===== src/rtl/pe_inject_arbiter_if.sv =====
// Injection-channel bundle: requester flit/valid/ready plus the router-side
// flit, valid and credit return.
interface pe_inject_arbiter_if #(
  parameter int unsigned N_REQ = 4
);
  logic [20*N_REQ-1:0] req_flit;
  logic [N_REQ-1:0]    req_valid;
  logic [N_REQ-1:0]    req_ready;
  logic                ci;
  logic [19:0]         dataout;
  logic                out_valid;

  modport master (
    output req_flit, req_valid, ci,
    input  req_ready, dataout, out_valid
  );

  modport slave (
    input  req_flit, req_valid, ci,
    output req_ready, dataout, out_valid
  );
endinterface


===== src/rtl/pe_inject_arbiter.sv =====
// Round-robin arbiter with packet locking that shares one router injection
// port among N_REQ sources, gated by downstream buffer credits.
module pe_inject_arbiter #(
  parameter int unsigned N_REQ   = 4,
  parameter int unsigned CREDITS = 4,
  parameter int unsigned CW      = 3
) (
  input  logic                clk,
  input  logic                RST,
  pe_inject_arbiter_if.slave  bus,
  output logic [CW-1:0]       credit_cnt,
  output logic                locked,
  output logic [2:0]          owner,
  output logic                err
);

  typedef enum logic {IDLE = 1'b0, LOCKED = 1'b1} state_e;

  state_e         state_q, state_d;
  logic [2:0]     rr_ptr_q, rr_ptr_d;
  logic [2:0]     owner_q, owner_d;
  logic [CW-1:0]  credit_q, credit_d;
  logic [19:0]    dout_q, dout_d;
  logic           ov_q, ov_d;
  logic           err_q, err_d;

  logic             found;
  logic [2:0]       win;
  logic [2:0]       gidx;
  logic [N_REQ-1:0] ready;
  logic             send;
  logic [19:0]      flit;
  logic [1:0]       ftype;

  always_comb begin
    int unsigned idx;
    idx   = 0;
    found = 1'b0;
    win   = '0;
    for (int unsigned k = 0; k < N_REQ; k++) begin
      idx = (32'(rr_ptr_q) + k) % N_REQ;
      if (!found && bus.req_valid[idx]) begin
        found = 1'b1;
        win   = 3'(idx);
      end
    end
  end

  // Ready is masked during reset so no requester sees a grant while RST is low.
  always_comb begin
    gidx  = (state_q == LOCKED) ? owner_q : win;
    ready = '0;
    flit  = '0;
    for (int unsigned i = 0; i < N_REQ; i++) begin
      if (gidx == 3'(i)) begin
        ready[i] = RST && (credit_q != '0) && ((state_q == LOCKED) || found);
        flit     = bus.req_flit[20*i +: 20];
      end
    end
  end

  assign send  = |(ready & bus.req_valid);
  assign ftype = flit[19:18];

  always_comb begin
    state_d  = state_q;
    rr_ptr_d = rr_ptr_q;
    owner_d  = owner_q;
    credit_d = credit_q;
    err_d    = err_q;
    ov_d     = send;
    dout_d   = send ? flit : dout_q;

    if (send) begin
      if (state_q == IDLE) begin
        rr_ptr_d = (gidx == 3'(N_REQ - 1)) ? '0 : gidx + 3'd1;
        if (ftype == 2'b01) begin
          state_d = LOCKED;
          owner_d = gidx;
        end else if (ftype[1]) begin
          err_d = 1'b1;
        end
      end else begin
        if (ftype == 2'b11) begin
          state_d = IDLE;
          owner_d = '0;
        end else if (!ftype[1]) begin
          err_d = 1'b1;
        end
      end
    end

    case ({send, bus.ci})
      2'b10: credit_d = credit_q - CW'(1);
      2'b01: begin
        if (credit_q == CW'(CREDITS)) err_d = 1'b1;
        else                          credit_d = credit_q + CW'(1);
      end
      default: ;
    endcase
  end

  always_ff @(posedge clk) begin
    if (!RST) begin
      state_q  <= IDLE;
      rr_ptr_q <= '0;
      owner_q  <= '0;
      credit_q <= CW'(CREDITS);
      dout_q   <= '0;
      ov_q     <= 1'b0;
      err_q    <= 1'b0;
    end else begin
      state_q  <= state_d;
      rr_ptr_q <= rr_ptr_d;
      owner_q  <= owner_d;
      credit_q <= credit_d;
      dout_q   <= dout_d;
      ov_q     <= ov_d;
      err_q    <= err_d;
    end
  end

  assign bus.req_ready = ready;
  assign bus.dataout   = dout_q;
  assign bus.out_valid = ov_q;
  assign credit_cnt    = credit_q;
  assign locked        = (state_q == LOCKED);
  assign owner         = owner_q;
  assign err           = err_q;

endmodule


===== src/flat_wrapper.sv =====
// flat-port wrapper written by rule: the top's interface ports become plain ports
module pe_inject_arbiter_flat 
#(
  parameter int unsigned N_REQ   = 4,
  parameter int unsigned CREDITS = 4,
  parameter int unsigned CW      = 3
)
  (clk, RST, credit_cnt, locked, owner, err, bus_req_flit, bus_req_valid, bus_ci, bus_req_ready, bus_dataout, bus_out_valid);
  pe_inject_arbiter_if #(.N_REQ(N_REQ)) bus_i ();
  input  logic clk;
  input  logic RST;
  output logic [CW-1:0] credit_cnt;
  output logic locked;
  output logic [2:0] owner;
  output logic err;
  input wire logic [$bits(bus_i.req_flit)-1:0] bus_req_flit;
  input wire logic [$bits(bus_i.req_valid)-1:0] bus_req_valid;
  input wire logic [$bits(bus_i.ci)-1:0] bus_ci;
  output wire logic [$bits(bus_i.req_ready)-1:0] bus_req_ready;
  output wire logic [$bits(bus_i.dataout)-1:0] bus_dataout;
  output wire logic [$bits(bus_i.out_valid)-1:0] bus_out_valid;
  assign bus_i.req_flit = bus_req_flit;
  assign bus_i.req_valid = bus_req_valid;
  assign bus_i.ci = bus_ci;
  assign bus_req_ready = bus_i.req_ready;
  assign bus_dataout = bus_i.dataout;
  assign bus_out_valid = bus_i.out_valid;
  pe_inject_arbiter #(.N_REQ(N_REQ), .CREDITS(CREDITS), .CW(CW)) u_core (.clk(clk), .RST(RST), .bus(bus_i), .credit_cnt(credit_cnt), .locked(locked), .owner(owner), .err(err));
endmodule

===== config.mk =====
export PLATFORM = sky130hd
export DESIGN_NAME = pe_inject_arbiter_flat
export DESIGN_NICKNAME = d
export VERILOG_FILES = /design/src/rtl/pe_inject_arbiter_if.sv /design/src/rtl/pe_inject_arbiter.sv /design/src/flat_wrapper.sv
export SDC_FILE = /design/constraint.sdc
export NUM_CORES = 1
export LEC_CHECK = 0
export ABC_AREA = 1
export BUFFER_PORTS_ARGS = -buffer_cell sky130_fd_sc_hd__buf_2
export CAP_MARGIN = 20
export CORE_UTILIZATION = 49
export CTS_CLUSTER_DIAMETER = 120
export DETAILED_ROUTE_END_ITERATION = 10
export PLACE_DENSITY_LB_ADDON = 0.3
export SLEW_MARGIN = 20
export SYNTH_ARGS = -nofsm -noshare
export SYNTH_HDL_FRONTEND = slang
export SYNTH_SLANG_ARGS = --single-unit
export TNS_END_PERCENT = 100

===== constraint.sdc =====
create_clock -name clk -period 7.3 [get_ports clk]
set_input_delay 0.73 -clock clk [delete_from_list [all_inputs] [get_ports clk]]
set_output_delay 0.73 -clock clk [all_outputs]
set_load 0.01 [all_outputs]

Word level (Yosys, flattened, before mapping)
Index checks and enable logic that the tools add are counted.
{"block": "word_totals", "ff_bits": 31, "in_bits": 87, "out_inout_bits": 33}
{"block": "classes", "addsub": 6, "magnitude_cmp": 4, "n_eq_ne": 10, "muxes": 42, "n_bitwise": 2, "n_reduce_logical": 17}
{"cell": "$mux W20", "count": 4}
{"cell": "$mux W3", "count": 8}
{"cell": "$mux W1", "count": 23}
{"cell": "$lt A2 B3 Y1 const B", "count": 4}
{"cell": "$bmux W1 S2", "count": 4}
{"cell": "$eq A3 B2 Y1 const B", "count": 2}
{"cell": "$pmux W3 S2", "count": 1}
{"cell": "$logic_and A1 B1 Y1", "count": 5}
{"cell": "$add A2 B1 Y2 const B", "count": 2}
{"cell": "$add A2 B2 Y2 const B", "count": 2}
{"cell": "$and A4 B4 Y4", "count": 1}
{"cell": "$eq A2 B1 Y1 const B", "count": 2}
{"cell": "$eq A2 B2 Y1 const B", "count": 2}
{"cell": "$mux W2", "count": 2}
{"cell": "$ne A2 B2 Y1 const B", "count": 2}
{"cell": "$reduce_and A2 Y1", "count": 2}
{"cell": "$reduce_bool A2 Y1", "count": 2}
{"cell": "$reduce_or A4 Y1", "count": 1}
{"cell": "$add A3 B1 Y3 const B", "count": 1}
{"cell": "$eq A3 B1 Y1 const B", "count": 1}
{"cell": "$eq A3 B3 Y1 const B", "count": 1}
{"cell": "$logic_not A1 Y1", "count": 3}
{"cell": "$logic_not A3 Y1", "count": 1}
{"cell": "$reduce_and A3 Y1", "count": 1}
{"cell": "other kinds (4)", "count": 4}

Logic depth before layout (Yosys ltp)
Gate-level depths: netlist (run 1).
{"block": "logic_depth", "depth_word": 24, "ltp_mapped": 27, "depth_no_buf": 26}

Least setup slack after synthesis (run 1)
OpenSTA, ideal clock, no wires.
{"block": "synth_path", "path_type": "input to output", "start": "input bus_req_valid[1]", "end": "output bus_req_ready[1]", "t_arrival_ns": 2.638, "required_ns": 6.570, "slack_ns": 3.932, "cell_stages": 15, "path_buffers": 2, "cell_sequence": "inv_1 nand2_1 and2_1 o21ai_1 nand2_1 a21oi_1 a211o_1 nand3_1 nand2_1 inv_1 ha_1 inv_1 clkbuf_1 clkbuf_1 nor3_1"}
{"block": "synth_between", "elab_chain_cells": 15}
{"element": "from (decl)", "line_no": "flat_wrapper.sv:17", "source": "input wire logic [$bits(bus_i.req_valid)-1:0] bus_req_valid;"}
{"element": "$bmux W1 S2", "line_no": "pe_inject_arbiter.sv:42", "source": "if (!found && bus.req_valid[idx]) begin"}
{"element": "$mux W1 (implied by the code)", "line_no": "pe_inject_arbiter.sv:42"}
{"element": "$mux W1", "line_no": "pe_inject_arbiter.sv:42"}
{"element": "$logic_not A1 Y1", "line_no": "pe_inject_arbiter.sv:42"}
{"element": "$logic_and A1 B1 Y1", "line_no": "pe_inject_arbiter.sv:42"}
{"element": "$mux W1", "line_no": "pe_inject_arbiter.sv:42"}
{"element": "$logic_not A1 Y1", "line_no": "pe_inject_arbiter.sv:42"}
{"element": "$logic_and A1 B1 Y1", "line_no": "pe_inject_arbiter.sv:42"}
{"element": "$mux W1", "line_no": "pe_inject_arbiter.sv:42"}
{"element": "$logic_not A1 Y1", "line_no": "pe_inject_arbiter.sv:42"}
{"element": "$logic_and A1 B1 Y1", "line_no": "pe_inject_arbiter.sv:42"}
{"element": "$mux W3 / $mux W1 (equally long branches)", "line_no": "pe_inject_arbiter.sv:42"}
{"element": "$mux W3 / $logic_or A1 B1 Y1 (equally long branches)", "line_no": "pe_inject_arbiter.sv:51, pe_inject_arbiter.sv:56"}
{"element": "$eq A3 B1 Y1 / $logic_and A1 B1 Y1 (equally long branches)", "line_no": "pe_inject_arbiter.sv:55, pe_inject_arbiter.sv:56"}
{"element": "$mux W1 *", "line_no": "pe_inject_arbiter.sv:55", "source": "if (gidx == 3'(i)) begin"}
{"element": "to (decl)", "line_no": "flat_wrapper.sv:19", "source": "output wire logic [$bits(bus_i.req_ready)-1:0] bus_req_ready;"}
Every way passes the cells marked *; elsewhere a longest branch is shown, timed or not. The select of a mux whose other input is x is not followed.

Worst setup path after layout (run 1)
{"block": "layout_path", "start": "input bus_req_valid[1]", "end": "register u_core.credit_q[2], in the netlist u_core.credit_cnt[2]"}
{"block": "layout_between", "elab_chain_cells": 20}
{"element": "$bmux W1 S2", "line_no": "pe_inject_arbiter.sv:42"}
{"element": "$mux W1 (implied by the code)", "line_no": "pe_inject_arbiter.sv:42"}
{"element": "$mux W1", "line_no": "pe_inject_arbiter.sv:42"}
{"element": "$logic_not A1 Y1", "line_no": "pe_inject_arbiter.sv:42"}
{"element": "$logic_and A1 B1 Y1", "line_no": "pe_inject_arbiter.sv:42"}
{"element": "$mux W1", "line_no": "pe_inject_arbiter.sv:42"}
{"element": "$logic_not A1 Y1", "line_no": "pe_inject_arbiter.sv:42"}
{"element": "$logic_and A1 B1 Y1", "line_no": "pe_inject_arbiter.sv:42"}
{"element": "[... 4 more ...]"}
{"element": "$mux W3 / $logic_or A1 B1 Y1 (equally long branches)", "line_no": "pe_inject_arbiter.sv:51, pe_inject_arbiter.sv:56"}
{"element": "$eq A3 B1 Y1 (tied with other cells)", "line_no": "pe_inject_arbiter.sv:55"}
{"element": "$mux W1", "line_no": "pe_inject_arbiter.sv:55"}
{"element": "$and A4 B4 Y4 *", "line_no": "pe_inject_arbiter.sv:62", "source": "assign send = |(ready & bus.req_valid);"}
{"element": "$reduce_or A4 Y1 *", "line_no": "pe_inject_arbiter.sv:62"}
{"element": "$eq A2 B1 Y1 / $eq A2 B2 Y1 (equally long branches)", "line_no": "pe_inject_arbiter.sv:93", "source": "case ({send, bus.ci})"}
{"element": "$ne A2 B2 Y1 (no line) / $reduce_bool A2 Y1 (equally long branches)"}
{"element": "$reduce_and A2 Y1 (no line)"}
{"element": "to (signal assigned)", "line_no": "pe_inject_arbiter.sv:108", "source": "credit_q <= CW'(CREDITS);"}
{"element": "to (signal assigned)", "line_no": "pe_inject_arbiter.sv:116", "source": "credit_q <= credit_d;"}
{"element": "to (decl)", "line_no": "pe_inject_arbiter.sv:22", "source": "logic [CW-1:0] credit_q, credit_d;"}
Marks and branches as above.
A chain may end at the register's enable or synchronous reset.

==> results of run 1 <==
sequential cells by signal, summed over array words and instances, names as in the netlist, named ones only:
signal / count
u_core.owner: 3
u_core.bus.dataout: 20
u_core.rr_ptr_q: 2
u_core.credit_cnt: 3
u_core.err: 1
u_core.bus.out_valid: 1
metrics by stage:
step / util / instances
after floorplan: - / 362
after global placement: 0.664 / 510
after detailed placement: 0.664 / 510
after CTS: 0.689 / 518
after global routing: 0.690 / 518
final: 0.690 / 518
worst paths after layout:
path / cells after the start / start / end
worst max-delay path: 24 / bus_req_valid[1] / u_core.credit_cnt[2]
worst min-delay path: 2 / u_core.owner[2] / u_core.owner[2]
worst max register to register: 25 / u_core.rr_ptr_q[0] / u_core.credit_cnt[2]
worst min register to register: 2 / u_core.owner[2] / u_core.owner[2]
cell usage after synthesis (all sizes together):
cell type and number:
nand2 97, o21ai 56, nor2 51, nand3 45, dfxtp 31, inv 23
a21oi 12, clkbuf 11, buf 10, nand4 5, o211ai 5, ha 4
a211oi 2, a31oi 2, nor3 2, a211o 1, a31o 1, and2 1
fa 1, o22ai 1, xor2 1
routing by layer:
layer,vias up,part of all wire
li1,1411,-
met1,1223,0.44
met2,119,0.47
met3,8,0.085
met4,0,0.011
met5,-,0
layout make-up:
cell class,instances,share of cell area
clock buffers,7,0.0337
clock inverters,1,0.00263
inverters,23,0.0311
multi-input cells,287,0.485
flip-flops and latches,31,0.217
well taps,50,0.0219
repair buffers,119,0.208
kinds of logic after synthesis:
| logic type | after synthesis | share of synthesized area |
|---|---|---|
| adders and majority gates | 5 | 0.0319 |
| and+or+nand+nor | 201 | 0.395 |
| DFF | 31 | 0.283 |
| xor gates and xnor gates | 1 | 0.00399 |
| buffers and inverters | 44 | 0.0866 |
| AOI/OAI and AO/OA | 80 | 0.200 |
cells in the final DEF, fill, tap and decap left out, types with 2 or more instances in the layout:
cell type,synthesis,routed
nand2_2,4,4
nand2_1,93,93
nor2_4,2,2
nand4_1,4,4
buf_2,6,119
clkbuf_8,0,7
nor2_2,1,2
nand3_1,44,44
nor3_1,2,2
a21oi_1,12,12
o21ai_0,51,51
inv_1,19,19
inv_2,3,3
dfxtp_1,31,31
o211ai_1,5,5
a31oi_1,2,2
a211oi_2,2,2
nor2_1,48,47
o21ai_1,5,5
ha_1,4,4
worst max-delay path, cell delays in order:
cell     delay, ps
buf_2          120
inv_1           50
nand2_1         60
and2_1         170
o21ai_1        190
nand2_1        100
a21oi_1        180
nand2_1         70
nand3_1        100
nand2_1        100
ha_1           190
nand2_1        740
inv_1          250
nand4_1        230
nand2_2         90
nor2_4         410
nand2_1        190
fa_1           430
inv_1           70
nand2_1         50
nand2_1         70
nand2_1         50
nand2_1         50
nand3_1         60
==> results.toml, run 1 <==
[die]
initial_utilization = 0.530
num_rows = 23
dieWidth_um = 68.9
floorplan.die_area_um2 = 4750
die_height_um = 68.9
core_area_um2 = 4140
floorplan.io_pins = 120

[sta]
hold_viol_final = 0
count_of_final_setup_violators = 0
min_period_ps = 4610
setup_tns_ps = 0
final.period_utilization = 0.632
final_critical_path_setup_slack_ps = 2690
skew_ps = 9.09
rsz0062_at_grt = "false"
final.hold.worst_slack_ps = 460
slew-limit-headroom = 0.321
total_count_of_max_transition_violations_in_the_final_report = 0
tightest_slew_ps = 1020
fmax_mhz = 217

[detailed_routing]
drt-total-wl_um = 6590
drt-vias-per-instance = 5.33
postRouteAntennaNets = 0
drt-pass1-iter-count = 4
detail_route.drc_violations = 0
routed-via-count = 2761
wl_per_cell_um = 12.7
drtIter0Drc = 156

[place]
post_dp_hpwl_um = 5210
buffer_ports.inserted = 119
globalplace.congestion = 0.843
placed_cell_area_um2 = 2750
detailedPlace.worstSlack_ps = 2390

[critical_path]
data_required_time_of_the_worst_path_ps = 7440
critical_path_peak_fanout = 38
nature_of_the_critical_path_startpoint = "input pin"
setup.worst_path.end_class = "flop"
crit_type = "in2reg"
critical_path_arrival_ps = 4760
rrSetupSlack_ps = 2690

[grt]
global_route.usage.total = 0.275
gr-total-overflow = 0
met3_usage = 0.0707
antenna_violations_before_repair = 0
global_route.usage.met2 = 0.407
grt.met1_usage = 0.389
via_count_of_the_first_global_routing_pass = 2179
grt_start_max_net_pins = 39
grt_pass1_wl_um = 9700
globalRoute.busiestLayer = "met2"

[cells_and_area]
seqCellArea_um2 = 621
syn2layout_area_growth_pct = 30.2
drive_above_1_share = 0.308
multi_input_area_um2 = 1390
insertedDiodeCount = 0
num-nets-final = 559
fillCellCount = 376
post-route-cell-area_um2 = 2860

[synthesis]
mappedNetlistNets = 454
synth_cells = 362
yosys_register_bits = 31
yosys-top-cells-area = "dfxtp_1 28%, nand2_1 16%, o21ai_0 12%, nand3_1 10%, nor2_1 8.2%"
post_synth_instance_area_um2 = 2200
post-synth-top-area-cell = "dfxtp_1"
synth-seq-area-share = 0.283
yosysWarningCount = 0
synthDistinctLibCells = 32
synth.avg_cell_area_um2 = 6.07
synth_top_cell_area_share = 0.283

[cts]
clock_path_buffers = 2
post_cts.resized_instances = 0
ctsHtreeMaxLevel = 2
clock_latency_on_the_worst_skew_pair_ps = 280
post-cts-setup-buffers = 0
clockRootBuffer = "clkbuf_8"
post_cts_hold_buffer_count = 0
tritoncts = "built"
cts_num_sinks = 31
tritoncts.num_buffers = 5
clock_pin_slew_reported_for_the_worst_setup_and_hold_paths_after_clock_tree_synthesis_ps = 70

[min_path]
hold_path_class = "reg2reg"

[flow_run]
cap_viol_max_count = 0

[run_status]
status = "completed"
Power of run 1 is not shown: default switching activity piles up to over one toggle a cycle in this logic, so the estimate is an artifact.
==> run 2: changes to the inputs <==
--- a/config.mk
+++ b/config.mk
@@ -5,10 +5,10 @@
 export SDC_FILE = /design/constraint.sdc
 export NUM_CORES = 1
 export LEC_CHECK = 0
-export ABC_AREA = 1
+export ABC_AREA = 0
 export BUFFER_PORTS_ARGS = -buffer_cell sky130_fd_sc_hd__buf_2
 export CAP_MARGIN = 20
-export CORE_UTILIZATION = 49
+export CORE_UTILIZATION = 44
 export CTS_CLUSTER_DIAMETER = 120
 export DETAILED_ROUTE_END_ITERATION = 10
 export PLACE_DENSITY_LB_ADDON = 0.3
==> constraint.sdc (replaced) <==
create_clock -name clk -period 4.55 [get_ports clk]
set_input_delay 0.455 -clock clk [delete_from_list [all_inputs] [get_ports clk]]
set_output_delay 0.455 -clock clk [all_outputs]
set_load 0.01 [all_outputs]
==> run 2 against run 1 <==
Net effect:
- clock skew fell by 4.0 ps
- critical path depth fell by 10
- via count fell by 11%
- wire length fell by 7.7%
- setup slack got worse by 1800 ps
- sequential share of layout area rose by 0.97 points
- hold slack improved by 11 ps
- count of clock-buffer cells in the layout rose by 1
- non-clock buffer count rose by 4
- critical endpoint unchanged
==> results.toml, run 2 <==
[synthesis]
synth_top_cell_area_share = 0.304
post_synth_instance_area_um2 = 2040
synthArstFlopShare = 0
synth-seq-area-share = 0.304
post-synth-top-area-cell = "dfxtp_1"
synth_enable_flop_cells = 0
yosys_register_bits = 31
yosysWarningCount = 0
synthFlopType = "dfxtp_1"
yosys-top-cells-area = "dfxtp_1 30%, a21oi_1 20%, nor2_1 8.1%, o21ai_0 5.9%, nor3_1 5.1%"
cell_with_the_most_instances_after_synthesis = "a21oi_1"
synth_cells = 299
synthDistinctLibCells = 40
synth.avg_cell_area_um2 = 6.84
ys_top_cells_by_count = "81 x a21oi_1, 44 x nor2_1, 31 x dfxtp_1"
mappedNetlistNets = 391

[cts]
ctsHtreeMaxLevel = 2
post_cts_hold_buffer_count = 0
tritoncts.num_buffers = 5
clock_latency_on_the_worst_skew_pair_ps = 270
clock_path_buffers = 2
tritoncts = "built"
post-cts-setup-buffers = 0
clock_pin_slew_reported_for_the_worst_setup_and_hold_paths_after_clock_tree_synthesis_ps = 60
cts_num_sinks = 31
post_cts.resized_instances = 0
clockRootBuffer = "clkbuf_8"

[cells_and_area]
layout.cells.most_common = "buf_2"
largest_register_ffs = 20
num-nets-final = 499
drive_above_1_share = 0.326
insertedDiodeCount = 0
final_core_util = 0.620
final-instance-count-excl-fill = 460
syn2layout_area_growth_pct = 33.8
commonest_cells_after_routing_fill_and_taps_aside = "119 x buf_2, 81 x a21oi_1, 44 x nor2_1"

[place]
globalplace.congestion = 0.879
placed_instances = 452
buffer_ports.inserted = 119
post_dp_hpwl_um = 4670

[detailed_routing]
drt-total-wl_um = 6080
routed-via-count = 2468
met3WireLength_um = 410
wl_per_cell_um = 13.2
route.met2.wl_um = 2720
detail_route.drc_violations = 0
drt-vias-per-instance = 5.37
postRouteAntennaNets = 0
route.top_layer_used = "met4"
met1_routed_wirelength_after_detailed_routing_um = 2910
drtIter0Drc = 123
drt-pass1-iter-count = 4

[critical_path]
nature_of_the_critical_path_startpoint = "flop"
critical_path_peak_fanout = 23
critical_path_arrival_ps = 3840
setup.worst_path.end_class = "flop"
rr_worst_depth = 14
data_required_time_of_the_worst_path_ps = 4680
crit_type = "reg2reg"

[sta]
setup_tns_ps = 0
skew_ps = 5.07
slew-limit-headroom = 0.594
final.period_utilization = 0.815
tightest_slew_ps = 608
fmax_mhz = 270
total_count_of_max_transition_violations_in_the_final_report = 0
hold_viol_final = 0
count_of_final_setup_violators = 0
rsz0062_at_grt = "false"
min_period_ps = 3710

[grt]
grt_start_max_net_pins = 41
global_route.usage.total = 0.242
antenna_violations_before_repair = 0
gr-total-overflow = 0
via_count_of_the_first_global_routing_pass = 2230
grt_pass1_wl_um = 9800

[pwr]
p_int_uw = 700
power.share.sequential = 0.313
power.share.combinational = 0.491
irDropWorstVdd_uv = 326
power_dens_cells_nw_per_um2 = 431
power_frac_clock = 0.196
total_power_mw = 1.18
switching_power_uw = 479
power_leakage_nw = 1.35
sw_frac_of_total = 0.406

[die]
floorplan.die_area_um2 = 4920
core_area_um2 = 4410
die_height_um = 70.2
floorplan.io_pins = 120
num_rows = 24
initial_utilization = 0.463
dieWidth_um = 70.2

[min_path]
worstHoldPathCells = 1
hold_path_class = "reg2reg"

[run_status]
status = "completed"

[flow_run]
cap_viol_max_count = 0
[run 2: cell count changes after synthesis, sizes merged, moves of 16 or more]
cell,previous run,this run
inv,23,7
nor3,2,21
o21ai,56,24
nand2,97,15
a21oi,12,81
nand3,45,3
[run 2: layout make-up]
| cell class | count | area (um2) |
|---|---|---|
| Fill cell | 445 | 1680 |
| Multi-Input combinational cell | 238 | 1290 |
| Timing Repair Buffer | 123 | 626 |
| Sequential cell | 31 | 621 |
| Clock buffer | 8 | 100 |
| Tap cell | 52 | 65.1 |
| Inverter | 8 | 35.0 |
[run 2: kinds of logic (layout without fill, tap and decap cells)]
| kind of cell | after synthesis | after routing | synth area share |
|---|---|---|---|
| XOR/XNOR | 1 | 1 | 0.00428 |
| buffers and inverters | 30 | 139 | 0.0655 |
| multiplexers | 2 | 2 | 0.00979 |
| adder cells (fa/ha/maj) | 5 | 5 | 0.0343 |
| flip-flops | 31 | 31 | 0.304 |
| AND/OR/NAND/NOR | 105 | 105 | 0.248 |
| AO/OA/AOI/OAI | 125 | 125 | 0.335 |
[run 2: worst paths after layout]
| path | from | to | slack (ps) |
|---|---|---|---|
| max | u_core.rr_ptr_q[0] | u_core.credit_cnt[2] | 840 |
| min | u_core.err | u_core.err | 470 |
| min reg2reg | u_core.err | u_core.err | 470 |
| max reg2reg | u_core.rr_ptr_q[0] | u_core.credit_cnt[2] | 840 |
[run 2: power by group through the flow]
stage | clock network [mW] | logic [mW] | registers [mW]
global placement | 0 | 0.568 | 0.372
detailed placement | 0 | 0.577 | 0.374
floorplan | 0 | 0.386 | 0.392
CTS | 0.236 | 0.580 | 0.368
finish | 0.231 | 0.580 | 0.369
global route | 0.247 | 0.655 | 0.377
[run 2: per-stage QoR]
step           hold slack [ps]  setup slack, ps  cell area, um2
4_1_cts                    465              849            2740
2_1_floorplan              480             1300            2040
6_report                   471              842            2740
5_1_grt                    490              466            2740
3_3_place_gp               451              781            2640
3_5_place_dp               457              640            2640
[run 2: worst max-delay path: stages, from the launching register on]
cell      delay, ps
dfxtp_1         420
o221ai_1        140
a2bb2o_1        320
o21ai_0         310
inv_1           110
ha_1            210
buf_4           200
a22oi_1         160
a211o_1         380
and2_0          320
inv_1           100
fa_1            420
nor3_1          250
nand3b_1        140
o211ai_1         90
[run 2: per-layer routing]
layer  GRT usage  vias to the layer above
met1       0.331                     1095
li1            -                     1270
met5           0                        -
met2       0.393                       99
met3      0.0418                        4
met4      0.0667                        0
No activity file was read; power rests on OpenSTA's default activity.
==> run 3: changes to the inputs <==
--- a/config.mk
+++ b/config.mk
@@ -8,7 +8,7 @@
 export ABC_AREA = 0
 export BUFFER_PORTS_ARGS = -buffer_cell sky130_fd_sc_hd__buf_2
 export CAP_MARGIN = 20
-export CORE_UTILIZATION = 44
+export CORE_UTILIZATION = 40
 export CTS_CLUSTER_DIAMETER = 120
 export DETAILED_ROUTE_END_ITERATION = 10
 export PLACE_DENSITY_LB_ADDON = 0.3
==> constraint.sdc (replaced) <==
create_clock -name clk -period 3 [get_ports clk]
set_input_delay 0.3 -clock clk [delete_from_list [all_inputs] [get_ports clk]]
set_output_delay 0.3 -clock clk [all_outputs]
set_load 0.01 [all_outputs]
==> run 3 against run 2 <==
Net effect:
- largest cell class unchanged
- register-to-register slack lost 650 ps
- sequential share of layout area shrank 0.99 points
- non-clock buffer count grew 11
- setup slack lost 650 ps
- clock power grew 38%
- global-route usage shrank 0.48 points
- sequential power grew 52%
- hold slack lost 160 ps
- cell area grew 4.8%
- maximum frequency grew 32%
- first-iteration DRC count grew 8.1%
- die area grew 9.7%
==> results.toml, run 3 (same netlist as run 2, synthesis figures left out) <==
[run_status]
status = "completed"

[place]
placed_cell_area_um2 = 2730
buffer_ports.inserted = 119
post_dp_hpwl_um = 5020
placed_instances = 476
globalplace.congestion = 0.911
detailedPlace.worstSlack_ps = 44.9

[die]
dieWidth_um = 73.5
floorplan.io_pins = 120
floorplan.die_area_um2 = 5400
core_area_um2 = 4820
num_rows = 25
initial_utilization = 0.424
die_height_um = 73.5

[cells_and_area]
final_core_util = 0.595
layout.cells.most_common = "buf_2"
num-nets-final = 510
drive_above_1_share = 0.365
fillCellCount = 475
post-route-cell-area_um2 = 2870
insertedDiodeCount = 0
largest_register_ffs = 20
final-instance-count-excl-fill = 486
syn2layout_area_growth_pct = 40.2
commonest_cells_after_routing_fill_and_taps_aside = "119 x buf_2, 81 x a21oi_1, 44 x nor2_1"

[pwr]
power_dens_cells_nw_per_um2 = 652
irDropWorstVdd_uv = 351
power_leakage_nw = 1.40
total_power_mw = 1.87

[detailed_routing]
drt-vias-per-instance = 5.11
drtIter0Drc = 133
wl_per_cell_um = 13.5
drt-pass1-iter-count = 4
postRouteAntennaNets = 0
detail_route.drc_violations = 0
drt-total-wl_um = 6570
routed-via-count = 2485

[grt]
via_count_of_the_first_global_routing_pass = 2089
global_route.usage.total = 0.238
grt_start_max_net_pins = 38
antenna_violations_before_repair = 0
grt_pass1_wl_um = 9870
gr-total-overflow = 0

[critical_path]
rr_endpoint = "u_core.owner[0]"
cp_slowest_cell = "or4b_1"
reg2reg_start = "u_core.rr_ptr_q[1]"
worstPathCellList = "inv_1 > o32ai_1 > a21oi_1 > nand2_1 > and2_1 > ha_2 > a22oi_1 > a211o_1 > buf_4 > clkinv_4 > nand3_4 > or4b_1 > o221ai_1"
rr_worst_depth = 13
largest_stage_delay_worst_path_ps = 490
critical_path_peak_fanout = 18
critical_path_arrival_ps = 3010
data_required_time_of_the_worst_path_ps = 3210
rrSetupSlack_ps = 200
setup.worst_path.end_class = "flop"
nature_of_the_critical_path_startpoint = "flop"
crit_type = "reg2reg"
critical-path-top-delay-family = "simple AND/OR/NAND/NOR gates"
worstPathBufferInverterCount = 3

[cts]
ctsHtreeMaxLevel = 2
clock_latency_on_the_worst_skew_pair_ps = 280
cts_num_sinks = 31
tritoncts.num_buffers = 5
tritoncts = "built"
clock_path_buffers = 2
clock_pin_slew_reported_for_the_worst_setup_and_hold_paths_after_clock_tree_synthesis_ps = 70
clockRootBuffer = "clkbuf_8"

[sta]
total_count_of_max_transition_violations_in_the_final_report = 0
final.period_utilization = 0.935
count_of_final_setup_violators = 0
tightest_slew_ps = 425
final_critical_path_setup_slack_ps = 196
rsz0062_at_grt = "false"
final.hold.worst_slack_ps = 307
fmax_mhz = 357
min_period_ps = 2800
skew_ps = 7.91
setup_tns_ps = 0
slew-limit-headroom = 0.714
hold_viol_final = 0

[flow_run]
cap_viol_max_count = 0

[min_path]
worstHoldPathCells = 3
min_delay_worst_endpoint = "u_core.bus.dataout[9]"
hold_path_class = "in2reg"
hold_path.startpoint = "bus_req_flit[69]"
-- run 3: repair_timing --
item / CTS / global route
endpoints found under the setup margin: 0 / 12
hold buffers: 0 / 0
setup buffers: 0 / 2
resized for setup: 0 / 10
-- run 3: worst reg2reg max path: cells and delay by family (launching register included) --
kind,cells,cell delay (ps)
DFF,1,360
and+or+nand+nor,4,890
AOI/OAI and AO/OA,5,880
adders and majority gates,1,220
buffers and inverters,3,390
-- run 3: worst max-delay path by stage --
stage / to / start / depth (start not counted) / slack, ps
2_1_floorplan: u_core.credit_cnt[2] / u_core.rr_ptr_q[0] / 15 / 50
3_3_place_gp: u_core.credit_cnt[2] / bus_req_valid[0] / 15 / 120
3_5_place_dp: u_core.credit_cnt[2] / bus_req_valid[2] / 15 / 40
4_1_cts: u_core.credit_cnt[2] / u_core.rr_ptr_q[0] / 13 / 40
5_1_grt: u_core.credit_cnt[1] / u_core.rr_ptr_q[1] / 13 / 4
6_report: u_core.owner[0] / u_core.rr_ptr_q[1] / 13 / 200
-- run 3: area by class of cell --
class	instances	area [um2]	share of cell area
multi-input cells	238	1310	0.458
clock inverters	2	12.5	0.00436
inverters	8	35.0	0.0122
repair buffers	134	728	0.254
well taps	67	83.8	0.0292
flip-flops and latches	31	622	0.217
clock buffers	6	72.6	0.0253
-- run 3: where the power goes --
group / switching (mW) / internal [mW]
clock: 0.156 / 0.162
combinational: 0.560 / 0.429
sequential: 0.0645 / 0.498
-- run 3: routing by layer --
metal / track usage / wire length (um) / vias up
li1: - / - / 1301
met4: 0.0513 / 48 / 0
met5: 0 / 0 / -
met1: 0.326 / 2960 / 1087
met3: 0.0521 / 477 / 6
met2: 0.381 / 3080 / 91
